## config.mk

```make
export PLATFORM = sky130hd
export DESIGN_NAME = line_edit_buf_flat
export DESIGN_NICKNAME = d
export VERILOG_FILES = /design/src/rtl/line_edit_buf_if.sv /design/src/rtl/line_edit_buf.sv /design/src/flat_wrapper.sv
export SDC_FILE = /design/constraint.sdc
export NUM_CORES = 1
export LEC_CHECK = 0
export CAP_MARGIN = 10
export CORE_MARGIN = 2
export CORE_UTILIZATION = 51
export DETAILED_ROUTE_END_ITERATION = 7
export PLACE_DENSITY = 0.75
export SYNTH_ARGS = -nofsm -noshare
export SYNTH_HDL_FRONTEND = slang
export SYNTH_SLANG_ARGS = --single-unit
```

## constraint.sdc

```tcl
create_clock -name clk -period 4.3 [get_ports clk]
set_input_delay 0.43 -clock clk [delete_from_list [all_inputs] [get_ports clk]]
set_output_delay 0.43 -clock clk [all_outputs]
set_load 0.02 [all_outputs]
```

## src/rtl/line_edit_buf_if.sv

```systemverilog
`default_nettype none
// ============================================================================
//  Module      : line_edit_buf_if
//  Description : Key-event handshake bundle between the key classifier
//                (master) and the line edit buffer (slave).
//                  key_valid  - event present this cycle
//                  key_ready  - slave can accept; transfer on valid & ready
//                  key_code   - 0 NOP, 1 CHAR, 2 LEFT, 3 RIGHT, 4 DEL,
//                               5 BKSP, 6 ENTER, 7 reserved
//                  key_char   - byte to insert, meaningful with CHAR only
//  Revision    : 1.0  initial release
// ============================================================================
interface line_edit_buf_if;
  logic       key_valid;
  logic       key_ready;
  logic [2:0] key_code;
  logic [7:0] key_char;

  modport master (output key_valid, output key_code, output key_char,
                  input  key_ready);
  modport slave  (input  key_valid, input  key_code, input  key_char,
                  output key_ready);
endinterface
`default_nettype wire

```

## src/rtl/line_edit_buf.sv

```systemverilog
`default_nettype none
// ============================================================================
//  Module      : line_edit_buf
//  Description : Editable line buffer with cursor. Accepts decoded key
//                events, shifts the tail one byte per clock on mid-line
//                insert/delete, and publishes a finished line on ENTER.
//  Ports       : clk, reset (async, active-high)
//                key        - key-event handshake (slave modport)
//                cursor     - insert position, 0..length
//                length     - valid bytes, 0..DEPTH
//                rd_addr    - buffer read address
//                rd_data    - combinational buf[rd_addr]
//                line_done  - one-cycle pulse when ENTER is accepted
//                line_len   - length of last completed line (held)
//                ovf        - one-cycle pulse when a CHAR is dropped (full)
//  Revision    : 1.0  initial release
// ============================================================================
module line_edit_buf #(
  parameter  int DEPTH = 32,
  localparam int LW    = $clog2(DEPTH + 1)
) (
  input  wire            clk,
  input  wire            reset,
  line_edit_buf_if.slave key,
  output logic [LW-1:0]  cursor,
  output logic [LW-1:0]  length,
  input  wire  [LW-1:0]  rd_addr,
  output logic [7:0]     rd_data,
  output logic           line_done,
  output logic [LW-1:0]  line_len,
  output logic           ovf
);

  localparam int            AW   = $clog2(DEPTH);
  localparam logic [LW-1:0] ONE  = LW'(1);
  localparam logic [LW-1:0] FULL = LW'(DEPTH);

  // Codes 0 (NOP) and 7 (reserved) fall through to "no effect".
  localparam logic [2:0] K_CHAR  = 3'd1;
  localparam logic [2:0] K_LEFT  = 3'd2;
  localparam logic [2:0] K_RIGHT = 3'd3;
  localparam logic [2:0] K_DEL   = 3'd4;
  localparam logic [2:0] K_BKSP  = 3'd5;
  localparam logic [2:0] K_ENTER = 3'd6;

  typedef enum logic [1:0] {
    IDLE    = 2'd0,
    SHIFT_R = 2'd1,
    SHIFT_L = 2'd2,
    COMMIT  = 2'd3
  } state_t;

  state_t        state, state_n;
  logic [LW-1:0] cursor_n, length_n, line_len_n;
  logic [LW-1:0] idx, idx_n;      // current shift target position
  logic [7:0]    ch, ch_n;        // latched character for insert
  logic          ins, ins_n;      // COMMIT flavour: 1 insert, 0 delete
  logic          line_done_n, ovf_n;

  logic [7:0]    mem [0:DEPTH-1];
  logic          we;
  logic [LW-1:0] waddr;
  logic [7:0]    wdata;

  logic [LW-1:0] idx_m1, idx_p1;
  logic [7:0]    mem_m1, mem_p1;

  assign idx_m1 = idx - ONE;
  assign idx_p1 = idx + ONE;
  assign mem_m1 = mem[idx_m1[AW-1:0]];
  assign mem_p1 = mem[idx_p1[AW-1:0]];
  assign rd_data = mem[rd_addr[AW-1:0]];

  assign key.key_ready = (state == IDLE);

  // Address bits above the storage index width are never needed to
  // select a byte; fold them into a sink so they are visibly consumed.
  generate
    if (LW > AW) begin : g_unused_hi
      logic unused_hi;
      assign unused_hi = ^{idx_m1[LW-1:AW], idx_p1[LW-1:AW], rd_addr[LW-1:AW]};
    end
  endgenerate

  // --------------------------------------------------------------------------
  // Next-state / datapath
  // --------------------------------------------------------------------------
  always_comb begin
    state_n     = state;
    cursor_n    = cursor;
    length_n    = length;
    line_len_n  = line_len;
    idx_n       = idx;
    ch_n        = ch;
    ins_n       = ins;
    line_done_n = 1'b0;
    ovf_n       = 1'b0;
    we          = 1'b0;
    waddr       = idx;
    wdata       = ch;

    case (state)
      IDLE: begin
        if (key.key_valid) begin
          case (key.key_code)
            K_LEFT: begin
              if (cursor != '0) cursor_n = cursor - ONE;
            end
            K_RIGHT: begin
              if (cursor != length) cursor_n = cursor + ONE;
            end
            K_ENTER: begin
              line_done_n = 1'b1;
              line_len_n  = length;
              length_n    = '0;
              cursor_n    = '0;
            end
            K_CHAR: begin
              if (length == FULL) begin
                ovf_n = 1'b1;
              end else begin
                ch_n    = key.key_char;
                ins_n   = 1'b1;
                idx_n   = length;   // first shift writes buf[length]
                state_n = (length != cursor) ? SHIFT_R : COMMIT;
              end
            end
            K_DEL: begin
              if (cursor != length) begin
                ins_n   = 1'b0;
                idx_n   = cursor;
                // Tail exists only if more than one byte follows the cursor.
                state_n = (cursor + ONE != length) ? SHIFT_L : COMMIT;
              end
            end
            K_BKSP: begin
              if (cursor != '0) begin
                cursor_n = cursor - ONE;
                ins_n    = 1'b0;
                idx_n    = cursor - ONE;
                // Delete at cursor-1: shift count is length - cursor.
                state_n  = (cursor != length) ? SHIFT_L : COMMIT;
              end
            end
            default: ;
          endcase
        end
      end

      SHIFT_R: begin
        we    = 1'b1;
        waddr = idx;
        wdata = mem_m1;
        if (idx == cursor + ONE) state_n = COMMIT;
        else                     idx_n   = idx_m1;
      end

      SHIFT_L: begin
        we    = 1'b1;
        waddr = idx;
        wdata = mem_p1;
        // Last move is into position length-2.
        if (idx_p1 + ONE == length) state_n = COMMIT;
        else                        idx_n   = idx_p1;
      end

      COMMIT: begin
        state_n = IDLE;
        if (ins) begin
          we       = 1'b1;
          waddr    = cursor;
          wdata    = ch;
          cursor_n = cursor + ONE;
          length_n = length + ONE;
        end else begin
          length_n = length - ONE;
        end
      end

      default: state_n = IDLE;
    endcase
  end

  // --------------------------------------------------------------------------
  // State and control registers
  // --------------------------------------------------------------------------
  always_ff @(posedge clk or posedge reset) begin
    if (reset) begin
      state     <= IDLE;
      cursor    <= '0;
      length    <= '0;
      line_len  <= '0;
      idx       <= '0;
      ch        <= '0;
      ins       <= 1'b0;
      line_done <= 1'b0;
      ovf       <= 1'b0;
    end else begin
      state     <= state_n;
      cursor    <= cursor_n;
      length    <= length_n;
      line_len  <= line_len_n;
      idx       <= idx_n;
      ch        <= ch_n;
      ins       <= ins_n;
      line_done <= line_done_n;
      ovf       <= ovf_n;
    end
  end

  // Storage is deliberately not reset; a write coinciding with reset is
  // dropped so an interrupted shift leaves no partial commit behind.
  always_ff @(posedge clk) begin
    if (we && !reset) mem[waddr[AW-1:0]] <= wdata;
  end

endmodule
`default_nettype wire

```

## src/flat_wrapper.sv

```systemverilog
// flat-port wrapper written by rule: the top's interface ports become plain ports
module line_edit_buf_flat 
#(
  parameter  int DEPTH = 32,
  localparam int LW    = $clog2(DEPTH + 1)
)
  (clk, reset, cursor, length, rd_addr, rd_data, line_done, line_len, ovf, key_key_valid, key_key_code, key_key_char, key_key_ready);
  line_edit_buf_if key_i ();
  input  wire clk;
  input  wire reset;
  output logic [LW-1:0] cursor;
  output logic [LW-1:0] length;
  input  wire  [LW-1:0] rd_addr;
  output logic [7:0] rd_data;
  output logic line_done;
  output logic [LW-1:0] line_len;
  output logic ovf;
  input wire logic [$bits(key_i.key_valid)-1:0] key_key_valid;
  input wire logic [$bits(key_i.key_code)-1:0] key_key_code;
  input wire logic [$bits(key_i.key_char)-1:0] key_key_char;
  output wire logic [$bits(key_i.key_ready)-1:0] key_key_ready;
  assign key_i.key_valid = key_key_valid;
  assign key_i.key_code = key_key_code;
  assign key_i.key_char = key_key_char;
  assign key_key_ready = key_i.key_ready;
  line_edit_buf #(.DEPTH(DEPTH)) u_core (.clk(clk), .reset(reset), .key(key_i), .cursor(cursor), .length(length), .rd_addr(rd_addr), .rd_data(rd_data), .line_done(line_done), .line_len(line_len), .ovf(ovf));
endmodule
```

Word level (Yosys, flattened, before mapping)

Memories as Yosys holds them, arrays and structs flattened.
Index checks and enable logic that the tools add are counted.

Bits in registers: 37
Bits in latches: 0
Memory bits (writable): 256
ROM bits: 0
Word-level logic and storage cells: 112
Memories: 1

Memories:

| name       | words | bits a word | read ports | clocked after Yosys merged registers in | wr ports | line                | RTL |
|---|---|---|---|---|---|---|---|
| u_core.mem | 32    | 8           | 3          | 0                                       | 1        | line_edit_buf.sv:60 | `logic [7:0] mem [0:DEPTH-1];` |

$add $sub $neg: 7
Multipliers: 0
Divide/modulo/power cells: 0
$lt $le $gt $ge: 0
Equality and inequality tests: 32
Shift operators: 0
Muxes and demuxes: 46
Bitwise gates (word level): 1
Reduce and logical (&&, ||, !) cells: 16

Operator list:

| operator            | number |
|---|---|
| $mux 6              | 12 |
| $pmux 6 s3          | 3 |
| $add 6x1->6 const B | 4 |
| $pmux 6 s2          | 2 |
| $ne 6x6->1          | 3 |
| $sub 6x1->6 const B | 3 |
| $pmux 8 s2          | 1 |
| $mux 1              | 15 |
| $mux 2              | 7 |
| $eq 6x6->1          | 2 |
| $ne 2x1->1 const B  | 6 |
| $ne 3x2->1 const B  | 4 |
| $reduce_and 6->1    | 2 |
| $mux 5              | 2 |
| $eq 3x3->1 const B  | 3 |
| $ne 2x2->1 const B  | 4 |
| $pmux 2 s4          | 1 |
| $reduce_and 8->1    | 1 |
| $reduce_and 7->1    | 1 |
| $eq 3x2->1 const B  | 2 |
| $eq 6x6->1 const B  | 1 |
| $pmux 2 s3          | 1 |
| $reduce_and 3->1    | 2 |
| $reduce_bool 3->1   | 2 |
| other kinds (16)    | 18 |

Depth between registers and ports, before layout

Word-level depth: 7
Gate-level depth with buffers: 15
Depth with buffers taken out: 8

Worst setup path before layout

OpenSTA, ideal clock, no wires.

Path kind: register to register
From: register u_core.idx[0]
To: memory u_core.mem[0][6] (data pin)
Arrival time: 4.326 ns
Required time: 3.902 ns
Slack: -0.423 ns
Stages on the path, launching flop included: 14
Path buffers: 8
Clock period less this slack: 4.723 ns
Cells stage by stage: dfrtp_1 -> clkbuf_1 -> buf_4 -> buf_2 -> inv_2 -> buf_2 -> ha_1 -> buf_1 -> clkbuf_1 -> clkbuf_1 -> buf_2 -> a211oi_1 -> a311o_1 -> a31oi_1

Word-level cells in the longest chain between the ends: 3
Elaborated cells on any way between the ends: 4
Classes of those cells: add/sub: 2; mux: 1; memory: 1

RTL lines:

| item                                       | line                                     | RTL |
|---|---|---|
| from (decl)                                | line_edit_buf.sv:55                      | `logic [LW-1:0] idx, idx_n;` |
| from (signal assigned)                     | line_edit_buf.sv:203                     | `idx <= idx_n;` |
| $add 6x1->6 or $sub 6x1->6 (tied branches) | line_edit_buf.sv:69, line_edit_buf.sv:68 |  |
| $mem_v2 32x8 (*)                           | --                                       |  |
| $pmux 8 s2 (*)                             | line_edit_buf.sv:102                     | `case (state)` |
| net u_core.wdata[6]                        | line_edit_buf.sv:63                      | `logic [7:0] wdata;` |
| to (decl)                                  | line_edit_buf.sv:60                      |  |

The timed path passes the listed nets; every way through them passes the cells marked *.

Worst setup path after layout

From: register u_core.idx[1]
To: memory u_core.mem[2][6] (data pin)

Same word-level chain as after synthesis.

==> impl_metrics.tcl <==
set metrics [dict create \
    comb_power_share_pct 54.6 \
    rows 67 \
    synth-async-reset-ratio_pct 12.6 \
    yosysWarningCount 0 \
    worstSetupPathType "flop to flop" \
    switching_share_pct 42.9 \
    netlist_top_cells_area "edfxtp_1 44%, mux4_2 22%, dfrtp_1 5.3%, mux2i_1 3.5%, nand2_1 3.4%" \
    grtUsageTotal_pct 30.8 \
    setup_total_negative_slack_ns 0 \
    power_report.internal_total_mw 9.84 \
    io_buffer_count 47 \
    grt_first_pass_wirelength_um 80900 \
    critical_path.top_delay_family "compound AO/OA/AOI/OAI gates" \
    floorplan.initialDensity_pct 51.8 \
    post_synth_instance_area_um2 17400 \
    tritoncts "built" \
    yosys.area.top_type_share_pct 44.2 \
    max_cap_violations 0 \
    vias_in_the_first_global_route 12300 \
    postPlaceCellArea_um2 18800 \
    mappedNetlistNets 1300 \
    syn-instance-count 1262 \
    powerDensity_nw_per_um2 864 \
    yosysTopAreaCell "edfxtp_1" \
    layout_worst_path_cycle_share_pct 95.1 \
    finalHoldViolations 0 \
    grt_start_max_net_pins 60 \
    seq_area_um2 8620 \
    hold_path.class "input port to asynchronous set/reset pin" \
    start_kind "flop" \
    io-pin-count 49 \
    critical_path.max_fanout 32 \
    globalRoute.totalOverflow 0 \
    final.setup_skew_ns 0.0261 \
    setup_viol_count_final 0 \
    fin_nets 1367 \
    synth.yosys.seq_area_share_pct 49.6 \
    multiInputGateArea_um2 8380 \
    floorplan.core_area_um2 33500 \
    numClockSinks 293 \
    crit_path_max_incr_delay_ns 0.68 \
    fin_crit_ns 4.09 \
    num_vias 12900 \
    route.detailed.wl_per_inst_um 30.1 \
    dp_hpwl_um 37600 \
    critical_path.cell_chain "inv_1, ha_4, and2_1, a22oi_1, and4_1, a2111oi_1, a31oi_4" \
    result_of_the_run "complete, no violations" \
    fin_util_pct 59.4 \
    postSynthAreaPerCell_um2 13.8 \
    r2r_setup_slack_ns 0.21 \
    cts-root-buf "clkbuf_16" \
    vias_per_cell 7.14 \
    count_of_flip_flops_with_a_built_in_enable_after_synthesis 256 \
    cts_setup_buffers 0 \
    first_iter_violations 2013 \
    dieHeight_um 189 \
    slew_violations 0 \
    power.switching_mw 7.38 \
    number_of_inserted_filler_cells_in_the_final_layout 2558 \
    worst_slew_pin_slew_ns 1.01 \
    sequentialPowerShare_pct 28.9 \
    cp.arrival_ns 4.18 \
    power.clock.fraction_pct 16.5 \
    drt-pass1-iter-count 7 \
    layout-drive-gt1-share_pct 26.8 \
    die_w_um 189 \
    max-slew-margin-rel_pct 32.7 \
    grt_setup_unrepaired "no" \
    req_time_crit_path_ns 4.39 \
    synthToLayoutAreaGrowth_pct 14.6 \
    synth.distinct_cells 73 \
    vdd.ir_drop.worst_mv 0.505 \
    place.gp.congestion 0.999 \
    clock_latency_ns 0.54 \
    cts_htree_levels 2 \
    cpMaxStageDelayCell "a2111oi_1" \
    maxClockFrequency_mhz 245 \
    postRouteWirelength_um 54300 \
    postCtsHoldBufs 0 \
    ys_seq_elements 293 \
    die_area_um2 35600 \
    leakage_nw 6.87 \
    cts-resized-gates 0 \
    grt_antenna_before_repair 1 \
    worstPathBufferInverterCount 1 \
    postSynth.topFlopCell "edfxtp_1" \
    clock_path_buffers 3 \
    detail_route.drc_violations 0 \
    postLayoutCellArea_um2 19900 \
    cts.reportedPaths.clkPinSlew_ns 0.06 \
    number_of_buffers_created_by_cts 34 \
    worst_setup_path_end_kind "flop" \
    ant_nets 0 \
]
==> path summary, 6_finish.rpt <==
path | from | to | cells past startpoint
max | u_core.idx[1] | u_core.mem[2][6] | 7
min | reset | u_core.state[0] | 3
max reg2reg | u_core.idx[1] | u_core.mem[2][6] | 7
min reg2reg | u_core.line_len[0] | u_core.line_len[0] | 1
max in group asynchronous | reset | u_core.idx[0] | 3
min in group clk | u_core.line_len[0] | u_core.line_len[0] | 1
==> logic make-up after synthesis <==
| family | Yosys count | share of synthesized area, % |
|---|---|---|
| compound gates | 152 | 5.87 |
| mux | 266 | 28.0 |
| buf+inv | 121 | 2.79 |
| fa+ha+maj | 18 | 1.34 |
| flops | 293 | 49.6 |
| xor+xnor | 44 | 2.78 |
| simple gates | 368 | 9.68 |
==> routing by layer <==
layer  vias up  global-route usage, %  wire, µm
met4         0                   12.2      2610
met1      6476                   41.4     19100
met5         -                  0.137         0
met3       175                   9.50      7780
met2      1065                   47.3     24800
li1       5155                      -         -
==> power by group through the flow <==
stage / Sequential [mW] / Combinational [mW] / Clock [mW]
floorplan: 4.85 / 5.98 / 0
global placement: 5.01 / 8.79 / 0
detailed placement: 5.04 / 9.00 / 0
CTS: 4.98 / 9.05 / 2.86
global route: 5.02 / 9.83 / 2.97
finish: 4.98 / 9.40 / 2.84
==> tightest hold or removal path: cells and delay by family <==
kind | cells | cell delay [ns]
buffers and inverters | 3 | 0.98
==> stage by stage <==
step           std cells  total power, mW  setup WS, ns  hold WS (ns)
6_report            1802             17.2         0.211         0.439
5_1_grt             1801             17.8         0.124         0.506
4_1_cts             1799             16.9         0.363         0.449
3_5_place_dp        1739             14.0         0.374         0.494
3_3_place_gp        1739             13.8         0.477         0.489
2_1_floorplan       1262             10.8        0.0739         0.481
==> synth_stat cells, types with 5 or more instances <==
cell type / number
mux4_2: 171
a21oi_1: 36
a32oi_1: 12
clkbuf_1: 68
and3_1: 5
nor2_1: 73
a31oi_1: 12
dfrtp_1: 37
nor3_1: 9
xnor2_1: 22
nand2b_1: 14
nand2_1: 158
xor2_1: 15
ha_1: 17
edfxtp_1: 256
mux2i_1: 61
nand4_1: 20
mux2_2: 28
mux2_4: 5
a211oi_1: 7
o21ai_0: 32
nor4_1: 15
buf_1: 14
inv_1: 16
a41oi_1: 5
a21o_1: 7
buf_2: 19
nand3_1: 49
==> registers in the layout, indices dropped and copies added, names as in the netlist, 2 cells and up <==
signal and count:
u_core.state 2, u_core.mem 256, u_core.idx 6, u_core.cursor 6, u_core.length 6, u_core.ch 8
u_core.line_len 6
==> area by class of cell <==
cell class	count	share of cell area, %
timing repair buffer	134	6.13
clock inverter	20	1.04
clock buffer	40	4.38
sequential	293	43.2
antenna	1	0.0126
multi-input combinational	848	42.0
inverter	18	0.339
tap	448	2.81
==> layout by cell type (no fill, tap or decap), types with 16 or more instances in the layout <==
master | synthesis | routed
clkdlybuf4s50_1 | 0 | 45
mux4_2 | 171 | 171
ha_1 | 17 | 16
inv_1 | 16 | 16
dfrtp_1 | 37 | 36
nand4_1 | 20 | 20
clkbuf_16 | 0 | 34
nor2_1 | 73 | 73
o21ai_0 | 32 | 32
mux2_2 | 28 | 28
nand3_1 | 49 | 49
a21oi_1 | 36 | 36
nand2_1 | 158 | 158
edfxtp_1 | 256 | 256
buf_4 | 2 | 80
xnor2_1 | 22 | 20
mux2i_1 | 61 | 61
No activity file was read; power rests on OpenSTA's default activity.
